## src/rtl/rom_seq_pkg.sv

```systemverilog
// Shared types and constants for the ROM burst sequencer.
// Latency: n/a (types, constants and a pure helper function only).
// Backpressure: n/a.
package rom_seq_pkg;

    // Sequencer control states
    typedef enum logic [1:0] {
        ST_IDLE  = 2'd0,
        ST_RUN   = 2'd1,
        ST_DRAIN = 2'd2
    } state_t;

    // Depth of the output buffer and the width of its occupancy counter
    localparam int FIFO_DEPTH = 2;
    localparam int CNT_W      = 2;

    // True when one more ROM read may be launched this cycle: the words that
    // will be buffered after this edge (current occupancy, plus the read
    // landing now, minus the word leaving now) must leave a free slot for it.
    // Counting the outgoing word is what keeps the stream bubble-free.
    function automatic logic issue_room(input logic [CNT_W-1:0] count,
                                        input logic             inflight,
                                        input logic             pop);
        logic [CNT_W:0] occ;
        occ = {1'b0, count} + {{CNT_W{1'b0}}, inflight} - {{CNT_W{1'b0}}, pop};
        return (occ < (CNT_W+1)'(FIFO_DEPTH));
    endfunction

endpackage

```

## src/rtl/rom_seq_fifo.sv

```systemverilog
// Two-entry word buffer between the registered ROM and the output stream.
// Latency: a written word is visible at the head the cycle after the write.
// Backpressure: head holds while i_rd_rdy is low; writes are dropped when full.
module rom_seq_fifo
    import rom_seq_pkg::*;
#(
    parameter int DW = 4
) (
    input  logic             clk,
    input  logic             rstn,
    input  logic             i_flush,
    input  logic             i_wr_vld,
    input  logic [DW-1:0]    i_wr_dat,
    input  logic             i_wr_last,
    input  logic             i_rd_rdy,
    output logic             o_rd_vld,
    output logic [DW-1:0]    o_rd_dat,
    output logic             o_rd_last,
    output logic [CNT_W-1:0] o_count
);

    logic [DW-1:0]    r_dat  [FIFO_DEPTH];
    logic             r_last [FIFO_DEPTH];
    logic             r_wr_ptr;
    logic             r_rd_ptr;
    logic [CNT_W-1:0] r_count;

    logic             w_pop;
    logic             w_push;
    logic             w_full;

    assign w_full   = (r_count == CNT_W'(FIFO_DEPTH));
    assign w_pop    = i_rd_rdy & (r_count != '0);
    assign w_push   = i_wr_vld & (~w_full | w_pop);

    assign o_rd_vld  = (r_count != '0);
    assign o_rd_dat  = r_dat[r_rd_ptr];
    assign o_rd_last = r_last[r_rd_ptr];
    assign o_count   = r_count;

    // Storage, pointers and occupancy; flush empties the buffer in one cycle
    always_ff @(posedge clk or negedge rstn) begin
        if (!rstn) begin
            for (int i = 0; i < FIFO_DEPTH; i++) begin
                r_dat[i]  <= '0;
                r_last[i] <= 1'b0;
            end
            r_wr_ptr <= 1'b0;
            r_rd_ptr <= 1'b0;
            r_count  <= '0;
        end else if (i_flush) begin
            r_wr_ptr <= 1'b0;
            r_rd_ptr <= 1'b0;
            r_count  <= '0;
        end else begin
            if (w_push) begin
                r_dat[r_wr_ptr]  <= i_wr_dat;
                r_last[r_wr_ptr] <= i_wr_last;
                r_wr_ptr         <= ~r_wr_ptr;
            end
            if (w_pop) begin
                r_rd_ptr <= ~r_rd_ptr;
            end
            r_count <= r_count + CNT_W'(w_push) - CNT_W'(w_pop);
        end
    end

endmodule

```

## src/rtl/rom_sequencer.sv

```systemverilog
// Reads addresses 0..last_addr from a registered ROM and streams them out.
// Latency: first word valid 2 cycles after the accepting edge, then 1/cycle.
// Backpressure: m_ready low holds the head word; reads stall at 2 buffered.
module rom_sequencer
    import rom_seq_pkg::*;
#(
    parameter int AW = 5,
    parameter int DW = 4
) (
    input  logic          clk,
    input  logic          rstn,
    input  logic          start,
    input  logic [AW-1:0] last_addr,
    input  logic          stop,
    output logic [AW-1:0] rom_addr,
    input  logic [DW-1:0] rom_data,
    output logic [DW-1:0] m_data,
    output logic          m_valid,
    input  logic          m_ready,
    output logic          m_last,
    output logic          busy,
    output logic          done
);

    state_t           r_state;
    state_t           w_next_state;

    logic [AW-1:0]    r_addr;
    logic [AW-1:0]    r_last_addr;
    logic             r_inflight;
    logic             r_inflight_last;
    logic             r_done;

    logic             w_load;
    logic             w_flush;
    logic             w_done_set;
    logic             w_pop;
    logic             w_issue;
    logic             w_issue_last;

    logic             w_fifo_vld;
    logic [DW-1:0]    w_fifo_dat;
    logic             w_fifo_last;
    logic [CNT_W-1:0] w_fifo_count;

    // A word leaves the buffer on every valid/ready handshake
    assign w_pop = w_fifo_vld & m_ready;

    // Reads are launched only while running, never on the cycle being
    // aborted, and only when a buffer slot is guaranteed for the return.
    assign w_issue      = (r_state == ST_RUN) & ~stop &
                          issue_room(w_fifo_count, r_inflight, w_pop);
    assign w_issue_last = w_issue & (r_addr == r_last_addr);

    // Next-state and control decode; stop outranks everything while busy
    always_comb begin
        w_next_state = r_state;
        w_load       = 1'b0;
        w_flush      = 1'b0;
        w_done_set   = 1'b0;
        case (r_state)
            ST_IDLE: begin
                if (start) begin
                    w_next_state = ST_RUN;
                    w_load       = 1'b1;
                end
            end
            ST_RUN: begin
                if (stop) begin
                    w_next_state = ST_IDLE;
                    w_flush      = 1'b1;
                end else if (w_issue_last) begin
                    w_next_state = ST_DRAIN;
                end
            end
            ST_DRAIN: begin
                if (stop) begin
                    w_next_state = ST_IDLE;
                    w_flush      = 1'b1;
                end else if (w_pop && w_fifo_last) begin
                    w_next_state = ST_IDLE;
                    w_done_set   = 1'b1;
                end
            end
            default: begin
                w_next_state = ST_IDLE;
            end
        endcase
    end

    // State register
    always_ff @(posedge clk or negedge rstn) begin
        if (!rstn) begin
            r_state <= ST_IDLE;
        end else begin
            r_state <= w_next_state;
        end
    end

    // Address counter and burst bound; the counter may wrap after the final
    // read, which is harmless because issuing stops once DRAIN is entered.
    always_ff @(posedge clk or negedge rstn) begin
        if (!rstn) begin
            r_addr      <= '0;
            r_last_addr <= '0;
        end else if (w_load) begin
            r_addr      <= '0;
            r_last_addr <= last_addr;
        end else if (w_issue) begin
            r_addr      <= r_addr + AW'(1);
        end
    end

    // Track the read travelling through the ROM and the completion pulse;
    // an abort simply never launches, so the in-flight flag clears with it.
    always_ff @(posedge clk or negedge rstn) begin
        if (!rstn) begin
            r_inflight      <= 1'b0;
            r_inflight_last <= 1'b0;
            r_done          <= 1'b0;
        end else begin
            r_inflight      <= w_issue;
            r_inflight_last <= w_issue_last;
            r_done          <= w_done_set;
        end
    end

    rom_seq_fifo #(
        .DW (DW)
    ) u_fifo (
        .clk       (clk),
        .rstn      (rstn),
        .i_flush   (w_flush),
        .i_wr_vld  (r_inflight & ~w_flush),
        .i_wr_dat  (rom_data),
        .i_wr_last (r_inflight_last),
        .i_rd_rdy  (m_ready),
        .o_rd_vld  (w_fifo_vld),
        .o_rd_dat  (w_fifo_dat),
        .o_rd_last (w_fifo_last),
        .o_count   (w_fifo_count)
    );

    assign rom_addr = r_addr;
    assign m_data   = w_fifo_dat;
    assign m_valid  = w_fifo_vld;
    assign m_last   = w_fifo_last;
    assign busy     = (r_state != ST_IDLE);
    assign done     = r_done;

endmodule

```

## config.mk

```make
export PLATFORM = sky130hd
export DESIGN_NAME = rom_sequencer
export DESIGN_NICKNAME = d
export VERILOG_FILES = /design/src/rtl/rom_seq_pkg.sv /design/src/rtl/rom_seq_fifo.sv /design/src/rtl/rom_sequencer.sv
export SDC_FILE = /design/constraint.sdc
export NUM_CORES = 1
export LEC_CHECK = 0
export CAP_MARGIN = 5
export CORE_MARGIN = 2
export CORE_UTILIZATION = 60
export CTS_CLUSTER_DIAMETER = 150
export DETAILED_ROUTE_END_ITERATION = 6
export DONT_BUFFER_PORTS = 1
export PLACE_DENSITY = 0.86
export SLEW_MARGIN = 0
export SYNTH_ARGS = -nofsm -noshare
export SYNTH_HDL_FRONTEND = slang
export SYNTH_SLANG_ARGS = --single-unit
```

## constraint.sdc

```tcl
create_clock -name clk -period 2.7 [get_ports clk]
set_input_delay 0.405 -clock clk [delete_from_list [all_inputs] [get_ports clk]]
set_output_delay 0.405 -clock clk [all_outputs]
set_load 0.01 [all_outputs]
```

======== After elaboration in Yosys (flattened, before gate mapping) ========
Cells that the tools add are included.
operators by class
  magnitude comparators ................... 4
  equality and inequality tests ........... 7
  mux-type cells .......................... 32
  bitwise gates (word level) .............. 14
  reduce and logical (&&, ||, !) cells .... 11
  $add $sub $neg .......................... 5
operator list
  cell                 number
  $mux 4               4
  $mux 1               15
  $mux 2               6
  $mux 5               2
  $reduce_bool 2->1    5
  $bwmux 8             1
  $and 1x1->1          6
  $ne 3x3->1 const B   2
  $pmux 2 s3           1
  $add 5x1->5 const B  1
  $eq 5x5->1           1
  $not 1->1            5
  $demux 4 s1          1
  $eq 2x2->1 const B   2
  $ge 2x2->1 const B   2
  $not 1->2            2
  $add 2x1->3          1
  $lt 3x2->1 const B   1
  $reduce_and 3->1     1
  $sub 3x1->3          1
  $add 2x1->2          1
  $bwmux 2             1
  $eq 2x1->1 const B   1
  $logic_and 1x1->1    2
  other kinds (8)      8
word-level totals
  bits of input ports ..................... 14
  output and inout port bits .............. 13
  bits in registers ....................... 29

======== Longest topological paths before layout ========
Gate-level depths: netlist of run 1.
  depth after elaboration ................. 9
  gate-level depth with buffers ........... 11
  depth with buffers taken out ............ 9

======== Cells and area by module ========
A second synthesis of run 1 with hierarchy kept.
second synthesis, totals
  cell total of the unflattened synthesis .. 128
  area, all modules ....................... 1,584.0 µm²
modules (own cells, without submodules)
  module         cells each  area an instance (µm²)  instances
  rom_sequencer  78          898.4                   1
  rom_seq_fifo   50          685.7                   1

======== Worst setup path before layout of run 1 ========
Ideal clock, no wire load.
  kind .................................... register to register
  from .................................... reg u_fifo.r_count[1] (netlist: u_fifo.o_count[1])
  to ...................................... reg r_state[1]
  setup slack ............................. 335 ps
  setup time .............................. 63 ps
  data required time ...................... 2,637 ps
  clock period less this slack ............ 2,365 ps
  cell stages (with the launch flop) ...... 10
  arrival time ............................ 2,302 ps
  path through ............................ dfrtp_1 -> o21a_1 -> ha_1 -> inv_1 -> nand2_1 -> fa_1 -> xnor2_1 -> nand3_1 -> nor4_1 -> o32a_2
on the way
  word-level cells in the longest chain between the ends .. 8
ends and longest elaborated chain
  item                                                 line                 source
  start, declared                                      rom_seq_fifo.sv:26   logic [CNT_W-1:0] r_count;
  start signal, assigned                               rom_seq_fifo.sv:64   r_count <= r_count + CNT_W'(w_push) - CNT_W'(w_pop);
  branches (longest 7 deep; another with $add 2x1->3)  -
  $reduce_and 3->1 (no line) (*)                       -
  end signal, assigned                                 rom_sequencer.sv:96  r_state <= w_next_state;
  end, declared                                        rom_sequencer.sv:25  state_t r_state;
Mark *: on every way between the ends.
A chain may end at the register's enable or synchronous reset.

======== Worst setup path in the final report of run 1 ========
Same ends and word-level chain as after synthesis.

==> reports/summary.txt, run 1 <==
Clock skew = 11.3 ps
Clock-pin slew on the worst setup and hold paths = 90 ps
Synth cell types = 32
Crit path time final = 2520 ps
Crit end category = register
Register share of total power = 42.5%
GRT Total Usage = 21.0%
Largest net degree at the start of global routing = 30
Wire length per cell = 15.8 µm
Static Leak = 0.744 nW
# H-tree levels = 2
Final setup viols = 0
FF-to-FF End = r_state[1]$_DFFE_PN0P_
Cell row count = 18
Ys flop type = dfrtp_1
Vias in the first global route = 917
Die X = 54.2 µm
Starting density of the core = 62.0%
Logic pwr share = 39.4%
Total power = 1.64 mW
Port bufs = 0
CTS tree = built
R2r worst-path depth = 9
Synth Register Bits = 29
Drc violations = 0
Worst setup path start = u_fifo.o_count[1]$_DFF_PN0_
Via count = 887
CTS root buf = clkbuf_4
Max-cap viol count = 0
Cell Int Power = 1.04 mW
First drt pass iteration count = 4
Cells after Synth = 126
Post-DP HPWL = 1.95 mm
Final period utilization = 93.5%
Required time of the critical path = 2980 ps
Critical Path End = r_state[1]$_DFFE_PN0P_
Area Growth Syn to Fin = 7.96%
N_diodes = 0
R2R Setup Slk = 180 ps
First-pass GRT wire length = 4.11 mm
Setup TNS = 0 ps
Syn avg cell area = 12.0 µm²
Sw Share = 36.5%
Hold Slack = 141 ps
Clk pwr share = 18.1%
PwrDens = 1010 mW/mm²
Die Footprint = 0.00293 mm²
Clk sinks = 29
Highest Clock Rate = 0.396 GHz
Seq/Total Area, Yosys = 48.1%
CP Max Fanout = 6
Post-synth EDFFs = 0
Placed cells = 153
Max-slew violations = 0
Routed Wire Length = 2.57 mm
Dpl cell area = 0.00153 mm²
Setup repair bufs after CTS = 0
Critical path class = register to register
Beginning of the worst register-to-register path = u_fifo.o_count[1]$_DFF_PN0_
Clk_lat worst skew = 330 ps
Slew at the pin with the worst max-slew slack = 504 ps
Inserted Clock Buffers = 5
Non-Filler Instances = 163
Post-Syn Nets = 149
Routed Antenna Nets = 0
Fin nets = 155
Hold Violations, Final = 0
Hold path cells = 1
Final GP Congestion = 0.778
CP startpoint kind = register
Filler cell count = 186
Arrival @ worst endpoint = 2800 ps
Iteration-0 DRC Markers = 9
Outcome = completed
Worst min path class = primary input to register
Initial antenna violation count = 0
Design Area, Final = 0.00163 mm²
Warnings, synthesis = 0
Height of the die = 54.2 µm
Longest Clk Path Bufs = 2
Layout cell share with drive strength beyond 1 = 26.3%
Slew HR = 66.3%
Via density = 5.44
Synthesized area = 0.00151 mm²
P_sw = 600 µW
Total I/O pin count = 27
Max VDD drop = 0.646 mV
Async SR Flop Fraction = 100%
RSZ-0062 raised after global routing = false
Core area = 0.00243 mm²
Gr ovfl total = 0
[flip-flops by register name, indices dropped and copies added (netlist names)]
register         flops
u_fifo.r_dat         8
r_last_addr          5
rom_addr             5
r_state              2
u_fifo.o_count       2
u_fifo.r_last        2
done                 1
r_inflight           1
r_inflight_last      1
u_fifo.r_rd_ptr      1
u_fifo.r_wr_ptr      1
[synthesized netlist by cell type, types with 2 or more instances]
cell      number  area share, %
dfrtp_1       29             48
nand3_1        5            1.7
and2_1         3            1.2
xor2_1         3            1.7
buf_2          2           0.66
o21a_1         2           0.99
ha_1           8            6.6
mux2_2        19             14
inv_1          8            2.0
a21oi_1        2           0.66
nand4_1        3            1.2
o21ai_0        2           0.66
o211ai_1       2           0.99
nor2_1         9            2.2
xnor2_1        9            5.2
nand2_1        4           0.99
[how the worst min path moves through the flow]
stage	startpoint	endpoint	slack (ps)
after floorplan	rstn	done$_DFF_PN0_	110
after global placement	rstn	done$_DFF_PN0_	110
after detailed placement	rstn	r_state[1]$_DFFE_PN0P_	110
after CTS	stop	u_fifo.r_rd_ptr$_DFFE_PN0P_	140
after global routing	stop	u_fifo.r_rd_ptr$_DFFE_PN0P_	130
final	stop	u_fifo.r_rd_ptr$_DFFE_PN0P_	140
[metrics by stage]
stage	setup slack [ps]	util, %
6_report	176	67.0
5_1_grt	4.88	67.0
4_1_cts	182	67.0
3_5_place_dp	218	62.9
3_3_place_gp	289	62.9
2_1_floorplan	335	-
[cell families after synthesis]
| logic type | count (synthesis) | share of synthesized area, % |
|---|---|---|
| AOI/OAI and AO/OA | 11 | 6.38 |
| xor gates and xnor gates | 12 | 6.97 |
| adders and majority gates | 9 | 7.96 |
| buffers and inverters | 12 | 3.65 |
| DFF | 29 | 48.1 |
| muxes | 21 | 15.8 |
| and+or+nand+nor | 32 | 11.1 |
[cell type report]
cell class                      count  area [µm²]  share of cell area (%)
Tap cell                           30        37.5                    2.30
Multi-Input combinational cell     85         728                    44.7
Timing Repair Buffer                3        37.5                    2.30
Clock inverter                      1        5.00                   0.307
Clock buffer                        7        65.1                    3.99
Sequential cell                    29         726                    44.5
Inverter                            8        30.0                    1.84
[layout by cell type, fill, tap and decap left out, drive strengths merged, types with 3 or more instances in the layout]
cell type / instances
clkbuf: 7
nand4: 3
nor2: 9
a21oi: 3
xnor2: 9
nand2: 5
nand3: 5
mux2: 20
dfrtp: 29
xor2: 3
ha: 8
and2: 4
inv: 8
[power groups by stage]
stage               Clock (mW)  Sequential, mW  Combinational [mW]
finish                   0.298           0.698               0.647
global route             0.325           0.717               0.723
CTS                      0.305           0.699               0.653
detailed placement           0           0.709               0.631
global placement             0           0.697               0.602
floorplan                    0           0.665               0.549
[worst max-delay path, stage by stage, from the launching register on]
cell and delay (ps):
dfrtp_1 450, o21a_1 250, ha_1 290, inv_1 70
nand2_1 60, fa_1 490, and3b_1 260, nand3_1 140
nor4_1 270, o32a_2 190
[timing repair]
item / in CTS / in global routing
hold buffers: 2 / 0
endpoints found under the hold margin: 29 / 0
resized for setup: 0 / 0
[layer usage]
layer  track usage (%)  up-vias  part of all wire, %
li1                  -      442                    -
met1              23.7      420                   44
met2              34.3       20                   47
met3              10.3        5                  6.8
met4              7.50        0                  1.6
met5                 0        -                    0
(Power assumes the default switching activity.)
==> run 2, diff against run 1 <==
--- a/config.mk
+++ b/config.mk
@@ -7,11 +7,11 @@
 export LEC_CHECK = 0
 export CAP_MARGIN = 5
 export CORE_MARGIN = 2
-export CORE_UTILIZATION = 60
+export CORE_UTILIZATION = 61
 export CTS_CLUSTER_DIAMETER = 150
 export DETAILED_ROUTE_END_ITERATION = 6
 export DONT_BUFFER_PORTS = 1
-export PLACE_DENSITY = 0.86
+export PLACE_DENSITY = 0.87
 export SLEW_MARGIN = 0
 export SYNTH_ARGS = -nofsm -noshare
 export SYNTH_HDL_FRONTEND = slang
==> run 2 against run 1 <==
Wire length up 2.1%. Setup slack worse by 35 ps. Largest cell class unchanged. Core utilization about the same. Flip-flop and latch count unchanged. Clock power down 10%. Power down 1.7%. First-iteration DRC count down 67%. Worst hold slack better by 12 ps. Register-to-register slack worse by 30 ps. Critical endpoint unchanged. Global-route usage up 1.1 points.
==> reports/summary.txt, run 2 (synthesis results as in run 1) <==
Outcome = completed
Total I/O pin count = 27
CP startpoint kind = register
Slew at the pin with the worst max-slew slack = 422 ps
Beginning of the worst register-to-register path = u_fifo.o_count[1]$_DFF_PN0_
Height of the die = 53.7 µm
Crit end category = register
Worst min path class = primary input to register
CP max stage cell = fa_1
Largest net degree at the start of global routing = 30
Critical path class = register to register
Final period utilization = 94.8%
Die Footprint = 0.00289 mm²
Most frequent cells in the layout = dfrtp_1 (29), mux2_2 (19), xnor2_1 (9), nor2_1 (9)
Starting density of the core = 62.6%
Filler cell count = 181
Hold Violations, Final = 0
Worst path max stage delay = 470 ps
GRT Total Usage = 22.2%
Worst setup path start = u_fifo.o_count[1]$_DFF_PN0_
First drt pass iteration count = 4
RSZ-0062 raised after global routing = false
Port bufs = 0
Arrival @ worst endpoint = 2840 ps
Layout cell share with drive strength beyond 1 = 25.0%
Required time of the critical path = 2980 ps
Final GP Congestion = 0.848
Routed Wire Length = 2.63 mm
Register name with the most flops = u_fifo.r_dat
Cell row count = 18
First-pass GRT wire length = 4.26 mm
Final setup viols = 0
Iteration-0 DRC Markers = 3
Clock skew = 10.4 ps
Max reg flops = 8
Via density = 5.81
Min-delay src = stop
Longest Clk Path Bufs = 2
Initial antenna violation count = 0
PwrDens = 1000 mW/mm²
Setup TNS = 0 ps
Static Leak = 0.734 nW
Die X = 53.7 µm
Drc violations = 0
CP Max Fanout = 6
Clk sinks = 29
Core area = 0.00241 mm²
Vias in the first global route = 933
CTS root buf = clkbuf_4
Max VDD drop = 0.710 mV
Slew HR = 71.8%
Register share of total power = 43.5%
Wire length per cell = 16.2 µm
N_diodes = 0
Highest Clock Rate = 0.391 GHz
Max-cap viol count = 0
Commonest non-fill, non-tap cell in the layout = dfrtp_1
Sw Share = 37.2%
Routed Antenna Nets = 0
Worst-path cell chain = o21a_1 > ha_1 > inv_1 > nand2_1 > fa_1 > and3b_1 > nand3_1 > nor4_1 > o32a_2
CTS tree = built
Clock-pin slew on the worst setup and hold paths = 90 ps
Post-Route Utilization = 67.0%
Total power = 1.62 mW
Fin nets = 155
Cell Int Power = 1.02 mW
Via count = 942
Logic pwr share = 40.0%
Area Growth Syn to Fin = 6.97%
Post-DP HPWL = 1.97 mm
Setup repair bufs after CTS = 0
Clk_lat worst skew = 330 ps
# H-tree levels = 2
Clk pwr share = 16.6%
Inserted Clock Buffers = 5
Max-slew violations = 0
P_sw = 600 µW
Crit path time final = 2560 ps
Gr ovfl total = 0
-- run 2: cell count changes in the layout (fill, tap and decap cells not counted) --
cell / change
clkbuf_1: +1
clkbuf_8: -1
clkinv_2: -1
-- run 2: worst max-delay path: cells and delay by family (launching register included) --
family	cells	cell delay, ps
AND/OR/NAND/NOR	4	760
buffers and inverters	1	90
AO/OA/AOI/OAI	2	450
flip-flops	1	450
adder cells (fa/ha/maj)	2	760
-- run 2: per-stage QoR --
| step | cells | worst slack [ps] | hold WS (ps) | instance area (µm²) |
|---|---|---|---|---|
| 3_5_place_dp | 153 | 177 | 110 | 1530 |
| 6_report | 162 | 141 | 153 | 1610 |
| 2_1_floorplan | 126 | 335 | 109 | 1510 |
| 3_3_place_gp | 153 | 290 | 110 | 1530 |
| 4_1_cts | 162 | 158 | 144 | 1610 |
| 5_1_grt | 162 | 29.1 | 146 | 1610 |
-- run 2: area by class of cell --
cell class / instances / area [µm²] / area share, %
multi-input cells: 85 / 728 / 45.1
flip-flops and latches: 29 / 726 / 45.0
clock buffers: 7 / 55.1 / 3.41
repair buffers: 3 / 37.5 / 2.33
well taps: 30 / 37.5 / 2.33
inverters: 8 / 30.0 / 1.86
-- run 2: layer usage --
| metal | vias up | track usage (%) | part of all wire [%] | wire [µm] |
|---|---|---|---|---|
| li1 | 441 | - | - | - |
| met1 | 463 | 26.2 | 40 | 1060 |
| met2 | 30 | 32.7 | 49 | 1290 |
| met3 | 8 | 10.8 | 8.0 | 209 |
| met4 | 0 | 12.4 | 2.6 | 67 |
| met5 | - | 0 | 0 | 0 |
-- run 2: path summary, 6_finish.rpt --
check                                               to  slack, ps  depth (start not counted)
setup / recovery                r_state[1]$_DFFE_PN0P_        140                          9
min in group asynchronous       r_state[0]$_DFFE_PN0P_        500                          2
hold / removal             u_fifo.r_rd_ptr$_DFFE_PN0P_        150                          1
setup reg to reg                r_state[1]$_DFFE_PN0P_        140                          9
hold reg to reg            u_fifo.r_dat[2]$_DFFE_PN0P_        510                          1
max in group asynchronous  u_fifo.r_dat[2]$_DFFE_PN0P_       2030                          2
-- run 2: what timing repair did --
action                                 in CTS  in global routing
hold buffers                                2                  0
endpoints found under the hold margin      29                  0
resized for setup                           0                  0
-- run 2: power groups by stage --
| stage | clock, mW | combinational (mW) | sequential [mW] |
|---|---|---|---|
| 6_report | 0.268 | 0.646 | 0.702 |
| 3_5_place_dp | 0 | 0.637 | 0.711 |
| 5_1_grt | 0.299 | 0.728 | 0.717 |
| 3_3_place_gp | 0 | 0.601 | 0.696 |
| 2_1_floorplan | 0 | 0.549 | 0.665 |
| 4_1_cts | 0.277 | 0.657 | 0.702 |
==> run 3, diff against run 2 <==
--- a/config.mk
+++ b/config.mk
@@ -7,11 +7,12 @@
 export LEC_CHECK = 0
 export CAP_MARGIN = 5
 export CORE_MARGIN = 2
-export CORE_UTILIZATION = 61
+export CORE_UTILIZATION = 65
+export CTS_BUF_LIST = sky130_fd_sc_hd__clkbuf_4 sky130_fd_sc_hd__clkbuf_8
 export CTS_CLUSTER_DIAMETER = 150
 export DETAILED_ROUTE_END_ITERATION = 6
 export DONT_BUFFER_PORTS = 1
-export PLACE_DENSITY = 0.87
+export PLACE_DENSITY = 0.91
 export SLEW_MARGIN = 0
 export SYNTH_ARGS = -nofsm -noshare
 export SYNTH_HDL_FRONTEND = slang
==> run 3 against run 2 <==
Critical path depth stayed put. Core utilization is 7.5 points higher. First-iteration DRC count grew to 4.3 times the previous value. Combinational power is 1% higher. Global-route usage is 1.7 points higher. Critical endpoint unchanged. Die area is 5.7% lower. Final area is 2.0% higher. Worst hold slack better by 8.7 ps. Wire length is 0.46% higher. Fmax is 1.8% higher. Non-clock buffer count stayed put. Highest routed layer unchanged.
==> reports/summary.txt, run 3 (synthesis results as in run 1) <==
Largest net degree at the start of global routing = 30
Final GP Congestion = 0.870
Static Leak = 0.751 nW
Outcome = completed
Routed Antenna Nets = 0
Highest Clock Rate = 0.398 GHz
Clock skew = 8.36 ps
CP startpoint kind = register
Total I/O pin count = 27
Most frequent cells in the layout = dfrtp_1 (29), mux2_2 (19), xnor2_1 (9), nor2_1 (9)
Setup TNS = 0 ps
GRT Total Usage = 23.8%
# H-tree levels = 2
Max reg flops = 8
Fin nets = 155
Inserted Clock Buffers = 5
PwrDens = 1050 mW/mm²
Initial antenna violation count = 0
CP max stage cell = fa_1
Worst path max stage delay = 480 ps
Iteration-0 DRC Markers = 13
Commonest non-fill, non-tap cell in the layout = dfrtp_1
Post-placement setup slack = 172 ps
Critical path class = register to register
Worst min path class = primary input to register
Register name with the most flops = u_fifo.r_dat
Hold Slack = 162 ps
Slew at the pin with the worst max-slew slack = 433 ps
Max VDD drop = 0.627 mV
Design Area, Final = 0.00165 mm²
Port bufs = 0
Clk sinks = 29
Total power = 1.73 mW
Max-cap viol count = 0
Routed Wire Length = 2.64 mm
Dpl cell area = 0.00153 mm²
Longest Clk Path Bufs = 2
Hold Violations, Final = 0
Required time of the critical path = 2980 ps
Die Footprint = 0.00272 mm²
Via density = 5.81
CP Buf/Inv Count = 1
Worst-path cell chain = o21a_1 > ha_1 > inv_1 > nand2_1 > fa_1 > and3b_2 > nand3_1 > nor4_1 > o32a_2
Vias in the first global route = 997
Crit end category = register
Non-Filler Instances = 161
First-pass GRT wire length = 4.46 mm
CTS root buf = clkbuf_4
Max-slew violations = 0
Clock-pin slew on the worst setup and hold paths = 100 ps
Worst setup margin = 188 ps
Slew HR = 71.0%
Wire length per cell = 16.4 µm
Die X = 52.2 µm
RSZ-0062 raised after global routing = false
Via count = 935
Final period utilization = 93.0%
Core area = 0.00221 mm²
Arrival @ worst endpoint = 2790 ps
Area Growth Syn to Fin = 9.12%
Placed cells = 151
N_diodes = 0
First drt pass iteration count = 4
Starting density of the core = 68.2%
Layout cell share with drive strength beyond 1 = 27.1%
CP Max Fanout = 6
Height of the die = 52.2 µm
Gr ovfl total = 0
Cell family with the largest share of critical-path delay = adder cells
Drc violations = 0
Post-DP HPWL = 1.97 mm
Post-Route Utilization = 74.4%
Cell row count = 17
Clk_lat worst skew = 330 ps
CTS tree = built
Final setup viols = 0
Crit path time final = 2510 ps
## run 3: cell count changes in the layout (fill, tap and decap cells not counted), sizes merged
cell / previous run / this run
bufinv: 0 / 1
## run 3: path summary, 6_finish.rpt
check	endpoint	depth (start not counted)	slack (ps)	from
worst min-delay path	u_fifo.r_rd_ptr$_DFFE_PN0P_	1	160	stop
max in group asynchronous	u_fifo.r_rd_ptr$_DFFE_PN0P_	2	2030	rstn
worst max-delay path	r_state[1]$_DFFE_PN0P_	9	190	u_fifo.o_count[1]$_DFF_PN0_
worst max register to register	r_state[1]$_DFFE_PN0P_	9	190	u_fifo.o_count[1]$_DFF_PN0_
worst min register to register	u_fifo.r_dat[4]$_DFFE_PN0P_	1	510	u_fifo.r_dat[4]$_DFFE_PN0P_
min in group asynchronous	r_last_addr[3]$_DFFE_PN0P_	2	500	rstn
## run 3: metal layers
layer,part of all wire [%],vias up,global-route usage (%)
met4,1.5,0,12.4
met2,51,24,39.0
li1,-,443,-
met1,43,462,28.3
met5,0,-,0
met3,3.9,6,7.14
## run 3: repair_timing
action                     CTS  global route
setup buffers                0             0
hold buffers                 2             0
resized for setup            0             1
setup endpoints to repair    0             1
hold endpoints to repair    29             0
## run 3: worst register-to-register path, delay by kind of cell (launching register included)
family                   cells  cell delay [ps]
buffers and inverters        1               80
AO/OA/AOI/OAI                2              450
AND/OR/NAND/NOR              4              720
adder cells (fa/ha/maj)      2              770
flip-flops                   1              450
## run 3: cell type report
type / count / area, µm²
fill: 159 / 566
inverter: 8 / 30.0
tap: 28 / 35.0
clock buffer: 7 / 58.8
timing repair buffer: 3 / 37.5
sequential: 29 / 726
multi-input combinational: 85 / 729
clock inverter: 1 / 30.0
## run 3: power breakdown
group	switching [mW]	internal, mW
clock	0.150	0.231
sequential	0.127	0.571
combinational	0.329	0.324
total	0.606	1.13
